**src/rtl/nanorv32_sim_monitor_pkg.sv**
```systemverilog
// Shared types and constants for the nanorv32 simulation monitor: status codes,
// the newline byte that terminates a console line, and the channel-id width helper.
package nanorv32_sim_monitor_pkg;

   typedef enum logic [2:0] {
      ST_RUN          = 3'd0,
      ST_PASS         = 3'd1,
      ST_FAIL         = 3'd2,
      ST_FAIL_UNKNOWN = 3'd3,
      ST_ILLEGAL      = 3'd4,
      ST_TIMEOUT      = 3'd5
   } status_e;

   localparam logic [7:0] CHR_NEWLINE = 8'h0A;

   function automatic int ch_width(input int n);
      return (n > 1) ? $clog2(n) : 1;
   endfunction

endpackage

```
**src/rtl/nanorv32_mon_linebuf.sv**
```systemverilog
// One console channel: circular byte buffer whose bytes become drainable only once
// their line is committed (newline, buffer filling up, or final flush at end of test).
module nanorv32_mon_linebuf
   import nanorv32_sim_monitor_pkg::*;
#(
   parameter int DEPTH = 64
) (
   input  logic       clk,
   input  logic       rst,
   input  logic       push_i,
   input  logic [7:0] data_i,
   input  logic       flush_i,
   input  logic       pop_i,
   output logic       has_committed_o,
   output logic [7:0] rd_data_o,
   output logic       rd_last_o,
   output logic       overflow_o
);

   localparam int AW = $clog2(DEPTH);
   localparam int PW = AW + 1;

   logic [7:0]    mem_q [DEPTH];
   logic [DEPTH-1:0] last_q;
   logic [PW-1:0] wr_q, commit_q, rd_q;
   logic          overflow_q;
   logic          full, fills, push_ok, push_last;
   logic [AW-1:0] wr_idx, tail_idx;

   assign wr_idx    = wr_q[AW-1:0];
   assign tail_idx  = wr_idx - AW'(1);
   assign full      = (wr_q - rd_q) == PW'(DEPTH);
   assign fills     = (wr_q - rd_q) == PW'(DEPTH - 1);
   assign push_ok   = push_i && !full;
   // A byte closes its line on newline, when it fills the buffer, or on final flush.
   assign push_last = (data_i == CHR_NEWLINE) || fills || flush_i;

   always_ff @(posedge clk) begin
      if (push_ok) begin
         mem_q[wr_idx]  <= data_i;
         last_q[wr_idx] <= push_last;
      end else if (flush_i && (commit_q != wr_q)) begin
         last_q[tail_idx] <= 1'b1;
      end
   end

   always_ff @(posedge clk) begin
      if (rst) begin
         wr_q       <= '0;
         commit_q   <= '0;
         rd_q       <= '0;
         overflow_q <= 1'b0;
      end else begin
         if (push_ok) wr_q <= wr_q + PW'(1);
         if (push_ok && push_last) commit_q <= wr_q + PW'(1);
         else if (flush_i)         commit_q <= wr_q;
         if (pop_i) rd_q <= rd_q + PW'(1);
         if (push_i && full) overflow_q <= 1'b1;
      end
   end

   assign has_committed_o = (commit_q != rd_q);
   assign rd_data_o       = mem_q[rd_q[AW-1:0]];
   assign rd_last_o       = last_q[rd_q[AW-1:0]];
   assign overflow_o      = overflow_q;

endmodule

```
**src/rtl/nanorv32_sim_monitor.sv**
```systemverilog
// End-of-test and console monitor: sticky status FSM with timeout, per-channel printf
// line buffers, and a line-locked round-robin arbiter onto a single character stream.
module nanorv32_sim_monitor
   import nanorv32_sim_monitor_pkg::*;
#(
   parameter int          NUM_CH      = 2,
   parameter int          LINE_DEPTH  = 64,
   parameter logic [31:0] PASS_PC     = 32'h00000100,
   parameter logic [31:0] PRINTF_PC   = 32'h00000088,
   parameter logic [31:0] PASS_CODE   = 32'hCAFFE000,
   parameter logic [31:0] FAIL_CODE   = 32'hDEADD000,
   parameter int unsigned TIMEOUT_CYC = 10000000
) (
   input  logic                            clk,
   input  logic                            rst,
   input  logic [31:0]                     pc_exe,
   input  logic                            inst_ret,
   input  logic                            illegal_instruction,
   input  logic [31:0]                     a0,
   output logic                            chr_valid,
   output logic [7:0]                      chr_data,
   output logic [ch_width(NUM_CH)-1:0]     chr_ch,
   output logic                            chr_last,
   input  logic                            chr_ready,
   output logic [2:0]                      status,
   output logic                            done,
   output logic [NUM_CH-1:0]               overflow,
   output logic [31:0]                     retired_cnt
);

   localparam int          CH_W    = ch_width(NUM_CH);
   localparam logic [31:0] TO_LAST = 32'(TIMEOUT_CYC - 1);

   status_e     state_q, state_d;
   logic [31:0] to_cnt_q, retired_q;
   logic        timeout_hit, final_flush, in_run;

   assign in_run      = (state_q == ST_RUN);
   assign timeout_hit = (TIMEOUT_CYC != 0) && (to_cnt_q == TO_LAST);

   always_comb begin
      state_d = state_q;
      if (in_run) begin
         if (illegal_instruction) begin
            state_d = ST_ILLEGAL;
         end else if (inst_ret && (pc_exe == PASS_PC)) begin
            if (a0 == PASS_CODE)      state_d = ST_PASS;
            else if (a0 == FAIL_CODE) state_d = ST_FAIL;
            else                      state_d = ST_FAIL_UNKNOWN;
         end else if (timeout_hit) begin
            state_d = ST_TIMEOUT;
         end
      end
   end

   assign final_flush = in_run && (state_d != ST_RUN);

   always_ff @(posedge clk) begin
      if (rst) begin
         state_q   <= ST_RUN;
         to_cnt_q  <= '0;
         retired_q <= '0;
      end else begin
         state_q <= state_d;
         if (in_run) begin
            to_cnt_q  <= to_cnt_q + 32'd1;
            retired_q <= retired_q + {31'b0, inst_ret};
         end
      end
   end

   assign status      = state_q;
   assign done        = !in_run;
   assign retired_cnt = retired_q;

   logic [NUM_CH-1:0] has_c, last_c, pop_c;
   logic [7:0]        rd_data [NUM_CH];
   logic              pop_any;
   logic [CH_W-1:0]   sel, idx, cur_q, rr_q;
   logic              lock_q, any_c;

   for (genvar k = 0; k < NUM_CH; k++) begin : g_ch
      assign pop_c[k] = pop_any && (sel == CH_W'(k));
      nanorv32_mon_linebuf #(.DEPTH(LINE_DEPTH)) u_buf (
         .clk             (clk),
         .rst             (rst),
         .push_i          (in_run && inst_ret && (pc_exe == PRINTF_PC + 32'(4 * k))),
         .data_i          (a0[7:0]),
         .flush_i         (final_flush),
         .pop_i           (pop_c[k]),
         .has_committed_o (has_c[k]),
         .rd_data_o       (rd_data[k]),
         .rd_last_o       (last_c[k]),
         .overflow_o      (overflow[k])
      );
   end

   // Lowest round-robin offset from rr_q wins; a presented line stays granted until its last byte pops.
   always_comb begin
      sel   = cur_q;
      any_c = 1'b0;
      idx   = '0;
      if (lock_q) begin
         any_c = has_c[cur_q];
      end else begin
         for (int i = NUM_CH - 1; i >= 0; i--) begin
            idx = CH_W'((int'(rr_q) + i) % NUM_CH);
            if (has_c[idx]) begin
               sel   = idx;
               any_c = 1'b1;
            end
         end
      end
   end

   // Handshake: a byte transfers on a clock edge where chr_valid && chr_ready; while
   // chr_valid && !chr_ready, chr_data/chr_ch/chr_last hold and chr_valid stays high.
   assign chr_valid = any_c;
   assign chr_ch    = sel;
   assign chr_data  = any_c ? rd_data[sel] : 8'h00;
   assign chr_last  = any_c && last_c[sel];
   assign pop_any   = chr_valid && chr_ready;

   always_ff @(posedge clk) begin
      if (rst) begin
         lock_q <= 1'b0;
         cur_q  <= '0;
         rr_q   <= '0;
      end else if (chr_valid) begin
         cur_q <= sel;
         if (chr_ready && chr_last) begin
            lock_q <= 1'b0;
            rr_q   <= CH_W'((int'(sel) + 1) % NUM_CH);
         end else begin
            lock_q <= 1'b1;
         end
      end
   end

endmodule

```
**config.mk**
```make
export PLATFORM = sky130hd
export DESIGN_NAME = nanorv32_sim_monitor
export DESIGN_NICKNAME = d
export VERILOG_FILES = /design/src/rtl/nanorv32_sim_monitor_pkg.sv /design/src/rtl/nanorv32_mon_linebuf.sv /design/src/rtl/nanorv32_sim_monitor.sv
export SDC_FILE = /design/constraint.sdc
export NUM_CORES = 2
export LEC_CHECK = 0
export BUFFER_PORTS_ARGS = -buffer_cell sky130_fd_sc_hd__buf_4
export CORE_ASPECT_RATIO = 1.4
export CORE_MARGIN = 5
export CORE_UTILIZATION = 30
export DETAILED_ROUTE_END_ITERATION = 8
export PLACE_DENSITY = 0.51
export SETUP_SLACK_MARGIN = 0.15
export SYNTH_ARGS = -nofsm -noshare
export SYNTH_HDL_FRONTEND = slang
export SYNTH_SLANG_ARGS = --single-unit
```
**constraint.sdc**
```tcl
create_clock -name clk -period 7.3 [get_ports clk]
set_clock_uncertainty 0.1 [all_clocks]
set_input_delay 2.19 -clock clk [delete_from_list [all_inputs] [get_ports clk]]
set_output_delay 2.19 -clock clk [all_outputs]
set_load 0.05 [all_outputs]
```
Yosys cells after proc, flatten, opt, wreduce, memory -nomap -nowiden
Memory sizes are Yosys's and may differ from the RTL's. A register that Yosys moved wholly into a read port is not among the register bits.
Cells that the tools add are included.

word-level totals
  flip-flop bits (word level) = 242
  bits in latches = 0
  bits in writable memories = 1024
  ROM bits = 0
  bits of input ports = 69
  output and inout bits = 49
  word-level logic and storage cells = 155
  memories kept = 2

operators by class
  add/sub/neg operators = 12
  multiply operators = 0
  div/mod/pow operators = 0
  order comparisons = 15
  equal/unequal tests = 15
  shift operators = 0
  multiplexer cells = 55
  bitwise operators = 4
  reduce and logical (&&, ||, !) cells = 36

memory list
  memory               words  bits a word  read ports  clocked after Yosys merged registers in  write ports  line                        RTL
  g_ch[0].u_buf.mem_q  64     8            1           1                                        1            nanorv32_mon_linebuf.sv:23  logic [7:0] mem_q [DEPTH];
  g_ch[1].u_buf.mem_q  64     8            1           1                                        1            nanorv32_mon_linebuf.sv:23

operators with widths
  kind                                                               count
  2-to-1 mux 64 bit                                                  4
  bitwise mux 64 bit                                                 2
  bitwise OR 64 bit                                                  2
  equality test 32 bit, second input constant                        2
  equality test 32 x 8 -> 1 bit, second input constant               2
  < comparator 6 x 7 -> 1 bit, second input constant                 6
  adder 32 x 1 -> 32 bit                                             1
  adder 32 x 1 -> 32 bit, second input constant                      1
  equality test 32 x 24 -> 1 bit, second input constant              1
  equality test 32 x 9 -> 1 bit, second input constant               1
  2-to-1 mux 8 bit                                                   4
  adder 7 x 1 -> 7 bit, second input constant                        4
  2-to-1 mux 7 bit                                                   4
  inequality test 7 bit                                              4
  2-to-1 mux 1 bit                                                   26
  demux 1 bit (select 6 bit)                                         4
  greater-or-equal comparator 6 x 1 -> 1 bit, second input constant  4
  2-to-1 mux 6 bit                                                   4
  logical AND 1 bit                                                  22
  equality test 7 x 6 -> 1 bit, second input constant                2
  equality test 7 bit, second input constant                         2
  subtractor 7 bit                                                   2
  binary-select mux 1 bit (select 6 bit)                             2
  2-to-1 mux 3 bit                                                   4
  14 further kinds                                                   27

Logic depth before layout (Yosys ltp)
  depth after elaboration = 11
  mapped depth = 15
  mapped depth without buffers = 12

Modules after synthesis
From an unflattened synthesis, not the netlist that was laid out.

second synthesis, totals
  cell total of the unflattened synthesis = 3221
  area, all modules = 54408.4 sq um

modules (own cells, without submodules)
  module                                 instances  cells each  area an instance (sq um)  seq. area each (sq um)
  nanorv32_mon_linebuf at g_ch[1].u_buf  1          1400        25464.4                   17857.1
  nanorv32_mon_linebuf at g_ch[0].u_buf  1          1393        25460.7                   17857.1
  nanorv32_sim_monitor                   1          428         3483.3                    1401.3

Worst setup path before layout
No wires, ideal clock.

  path kind = flip-flop to output port
  from = register g_ch[0].u_buf.rd_q[1]
  to = output port chr_data[6]
  arrival = 3021 ps
  required time = 5010 ps
  path slack = 1989 ps
  stages on the path, launching flop included = 10
  buffers on the path = 2
  path through = dfxtp_1 clkbuf_1 xnor2_1 nand4_1 nor4_4 o211a_1 a31oi_1 and2_1 clkbuf_1 a22o_1

between the ends
  elaborated cells between the ends (all ways) = 18
  classes of those cells = eq/ne (1); mux (16); bitwise (1)

RTL lines
  what                                                  line                         RTL
  from (decl)                                           nanorv32_mon_linebuf.sv:25   logic [PW-1:0] wr_q, commit_q, rd_q;
  from (signal assigned)                                nanorv32_mon_linebuf.sv:57   if (pop_i) rd_q <= rd_q + PW'(1);
  inequality test 7 bit *                               nanorv32_mon_linebuf.sv:62   assign has_committed_o = (commit_q != rd_q);
  2-to-1 mux 1 bit (implied by the code) (2 in series)  nanorv32_sim_monitor.sv:108  if (has_c[idx]) begin
  2-to-1 mux 1 bit (2 in series)                        nanorv32_sim_monitor.sv:108
  2-to-1 mux 1 bit *                                    nanorv32_sim_monitor.sv:103  if (lock_q) begin
  net chr_valid                                         nanorv32_sim_monitor.sv:20   output logic chr_valid,
  2-to-1 mux 8 bit *                                    nanorv32_sim_monitor.sv:120  assign chr_data = any_c ? rd_data[sel] : 8'h00;
  to (decl)                                             nanorv32_sim_monitor.sv:21   output logic [7:0] chr_data,

The timed path passes the listed nets; every way through them passes the cells marked *. The select of a mux whose other input is x is not followed.

Final worst setup path
  from = register g_ch[0].u_buf.rd_q[1]
  to = output port chr_last

between the ends
  word-level cells in the longest chain between the ends = 9
  elaborated cells between the ends (all ways) = 18
  classes of those cells = eq/ne (1); mux (16); reduce/logical (1)

RTL lines
  what                                                  line                         RTL
  inequality test 7 bit                                 nanorv32_mon_linebuf.sv:62
  2-to-1 mux 1 bit (implied by the code) (2 in series)  nanorv32_sim_monitor.sv:108
  2-to-1 mux 1 bit (2 in series)                        nanorv32_sim_monitor.sv:108
  2-to-1 mux 1 bit                                      nanorv32_sim_monitor.sv:103
  2-to-1 mux 1 bit (implied by the code) (2 in series)  nanorv32_sim_monitor.sv:121  assign chr_last = any_c && last_c[sel];
  logical AND 1 bit *                                   nanorv32_sim_monitor.sv:121
  to (decl)                                             nanorv32_sim_monitor.sv:23   output logic chr_last,

Every way passes the cells marked *; elsewhere a longest branch is shown, timed or not. The select of a mux whose other input is x is not followed.

==> flow_summary.json <==
{
  "path_max_fanout": 20,
  "crit_required_ns": 5.01,
  "detail_route.iter0.violations": 2292,
  "worstHoldPathType": "reg2reg",
  "slew_headroom": 0.0629,
  "rsz0062_at_grt": "no",
  "power_density_nw_per_um2": 276,
  "max-cap-violations": 0,
  "rr_endpoint": "g_ch[0].u_buf.last_q[27]$_DFFE_PP_",
  "yosys_warnings": 0,
  "start_util": 0.301,
  "cts_max_level": 3,
  "first_pass_iters": 5,
  "die_h_um": 513,
  "synth_edf_count": 1152,
  "post_cts_resized": 0,
  "post_cts.repair.setup_buffers": 0,
  "ff2ff_setup_slack_ns": 1.85,
  "syn_nets": 3328,
  "maxSlewViolCount": 0,
  "ys_ff_latch": 1278,
  "grt_pass1_vias": 31000,
  "gp_congestion": 0.819,
  "cts-root-buf": "clkbuf_16",
  "via_count": 29800,
  "nets": 3432,
  "row_count": 184,
  "io_pins": 118,
  "cts_tree": "done",
  "grt_max_degree": 129,
  "die_w_um": 369,
  "startpoint": "g_ch[0].u_buf.rd_q[1]$_SDFFE_PP0P_",
  "vias_per_cell": 5.16,
  "grt_overflow": 0,
  "ys_seq_area_frac": 0.686,
  "grt_usage": 0.154,
  "synth_area_um2": 54100,
  "grt_pass1_wl_mm": 218,
  "crit_end": "chr_last",
  "ant_nets": 0,
  "finalHoldViolCount": 0,
  "cts_buffer_depth": 3,
  "synth_cell_types": 79,
  "cts_buffers": 116,
  "status": "finished, final reports clean",
  "clkTransAtPathRegs_ns": 0.06,
  "worstPathArrival_ns": 4.33,
  "cp-end-kind": "primary output",
  "clock-sinks": 1278,
  "power_mw": 17.1,
  "antenna_found_initial": 6,
  "worstMarginPinSlew_ns": 1.39,
  "finalCritPeriodShare": 0.907,
  "async_reset_ff_frac": 0,
  "port_buffers": 117,
  "clk_latency_ns": 0.73,
  "ys.flop_type": "edfxtp_1",
  "cts_hold_buf": 0,
  "drive_gt1_frac": 0.235,
  "floorplan.core_area_um2": 180000,
  "post_drt_wl_per_cell_um": 25.7,
  "ir_worst_vdd_uv": 328,
  "dpl.hpwl_mm": 97.5,
  "fin_cells": 5767,
  "fin_crit_ns": 6.62,
  "cp-start-kind": "flip-flop",
  "reg2reg_from": "g_ch[0].u_buf.rd_q[1]$_SDFFE_PP0P_",
  "cellLeakagePower_nw": 18.6,
  "r2r_cells": 11,
  "fin_tns_setup_ns": 0,
  "wl_mm": 148,
  "criticalPathCategory": "reg2out",
  "finalSetupViolations": 0,
  "place_inst": 5547,
  "synth_cells": 3236,
  "remaining_drc_errors": 0,
  "die_area_um2": 189000,
  "syn_to_final_growth_pct": 14.4,
  "syn_area_per_cell_um2": 16.7,
  "max_freq_mhz": 151
}
==> logic make-up (layout without fill, tap and decap cells) <==
| kind of cell | after synthesis | count (layout) | share of synthesized area |
|---|---|---|---|
| adders and majority gates | 23 | 23 | 0.00559 |
| other | 0 | 2 | 0 |
| DFF | 1278 | 1278 | 0.686 |
| muxes | 382 | 382 | 0.158 |
| xor gates and xnor gates | 111 | 111 | 0.0180 |
| AOI/OAI and AO/OA | 512 | 512 | 0.0545 |
| buffers and inverters | 255 | 459 | 0.0194 |
| and+or+nand+nor | 675 | 675 | 0.0589 |
==> critical path, cell delays in order (launching register included) <==
cell	delay [ns]
dfxtp_1	1.05
mux4_2	0.46
mux4_2	0.51
mux4_2	0.56
mux2i_1	0.67
nor2b_1	0.11
buf_4	0.22
==> Yosys cell counts, drive strengths merged, types with 9 or more instances <==
| library cell | n | share of area |
|---|---|---|
| and2 | 9 | 0.0010 |
| inv | 31 | 0.0021 |
| nand3 | 48 | 0.0050 |
| clkbuf | 156 | 0.011 |
| edfxtp | 1152 | 0.64 |
| nand4 | 26 | 0.0031 |
| mux4 | 378 | 0.16 |
| or3 | 30 | 0.0035 |
| ha | 21 | 0.0049 |
| nor2b | 14 | 0.0016 |
| buf | 67 | 0.0063 |
| o21ai | 249 | 0.023 |
| xor2 | 60 | 0.0097 |
| nor3 | 29 | 0.0029 |
| nor2 | 333 | 0.023 |
| dfxtp | 126 | 0.047 |
| o22ai | 83 | 0.0098 |
| a21oi | 116 | 0.011 |
| nand2 | 101 | 0.0071 |
| xnor2 | 51 | 0.0083 |
| and3 | 13 | 0.0015 |
| nor4 | 20 | 0.0026 |
| nand2b | 22 | 0.0026 |
| a22o | 9 | 0.0015 |
==> worst min path at each step <==
| stage | cells past startpoint | end | slack (ns) | from |
|---|---|---|---|---|
| floorplan | 2 | rr_q$_SDFFE_PP0P_ | 0.32 | rr_q$_SDFFE_PP0P_ |
| global route | 2 | retired_cnt[0]$_SDFFE_PP0N_ | 0.40 | retired_cnt[0]$_SDFFE_PP0N_ |
| global placement | 2 | rr_q$_SDFFE_PP0P_ | 0.35 | rr_q$_SDFFE_PP0P_ |
| CTS | 2 | rr_q$_SDFFE_PP0P_ | 0.38 | rr_q$_SDFFE_PP0P_ |
| finish | 2 | g_ch[1].u_buf.overflow_o$_SDFFE_PP0P_ | 0.38 | g_ch[1].u_buf.overflow_o$_SDFFE_PP0P_ |
| detailed placement | 2 | rr_q$_SDFFE_PP0P_ | 0.36 | rr_q$_SDFFE_PP0P_ |
==> sequential cells by signal (all words and copies together) (netlist names), 2 cells and up, named ones only <==
register	cells
g_ch.u_buf.commit_q	14
g_ch.u_buf.overflow_o	2
g_ch.u_buf.rd_q	14
retired_cnt	32
to_cnt_q	32
g_ch.u_buf.mem_q	1024
status	3
g_ch.u_buf.wr_q	14
g_ch.u_buf.last_q	128
==> where the power goes <==
| part | internal, mW | leakage, nW | switching, mW |
|---|---|---|---|
| sequential | 8.04 | 11.3 | 0.120 |
| combinational | 1.08 | 5.34 | 1.29 |
| clock | 3.80 | 1.99 | 2.80 |
| total | 12.9 | 18.6 | 4.20 |
==> routing by layer <==
| layer | GRT usage | vias to the layer above | share of wire |
|---|---|---|---|
| met2 | 0.291 | 695 | 0.55 |
| met4 | 0.0398 | 0 | 0.023 |
| met5 | 0 | - | 0 |
| met1 | 0.186 | 15700 | 0.39 |
| met3 | 0.0190 | 187 | 0.040 |
| li1 | - | 13100 | - |
==> cells in the final DEF (no fill, tap or decap), drive strengths merged, types with 5 or more instances in the layout <==
master / instances
edfxtp: 1152
mux4: 378
nor2: 333
o21ai: 249
buf: 209
clkbuf: 143
dfxtp: 126
a21oi: 116
nand2: 101
o22ai: 83
xor2: 60
xnor2: 51
nand3: 48
clkinv: 42
inv: 37
or3: 30
nor3: 29
nand4: 26
bufinv: 22
nand2b: 22
ha: 21
nor4: 20
nor2b: 14
and3: 13
a22o: 9
and2: 9
a211oi: 7
a221oi: 6
and4: 6
clkinvlp: 6
a31oi: 5
nor3b: 5
nor4b: 5
a22oi: 5
==> layout make-up <==
cell class	instances	area, um2
clock buffer	143	3100
inverter	32	120
clock inverter	75	993
sequential	1278	37100
antenna	2	5.00
fill	17100	118000
timing repair buffer	209	1690
multi-input combinational	1703	16000
tap	2325	2910
==> stage by stage <==
step                      cell area, um2  setup WS, ns   util  hold slack, ns
final                              61900         0.679  0.345           0.376
after global placement             57800         0.935  0.322           0.348
after floorplan                    54100          1.99      -           0.319
after global routing               61900         0.561  0.345           0.404
after CTS                          61900         0.638  0.345           0.375
after detailed placement           57800         0.894  0.322           0.358
No activity file was read; power rests on OpenSTA's default activity.
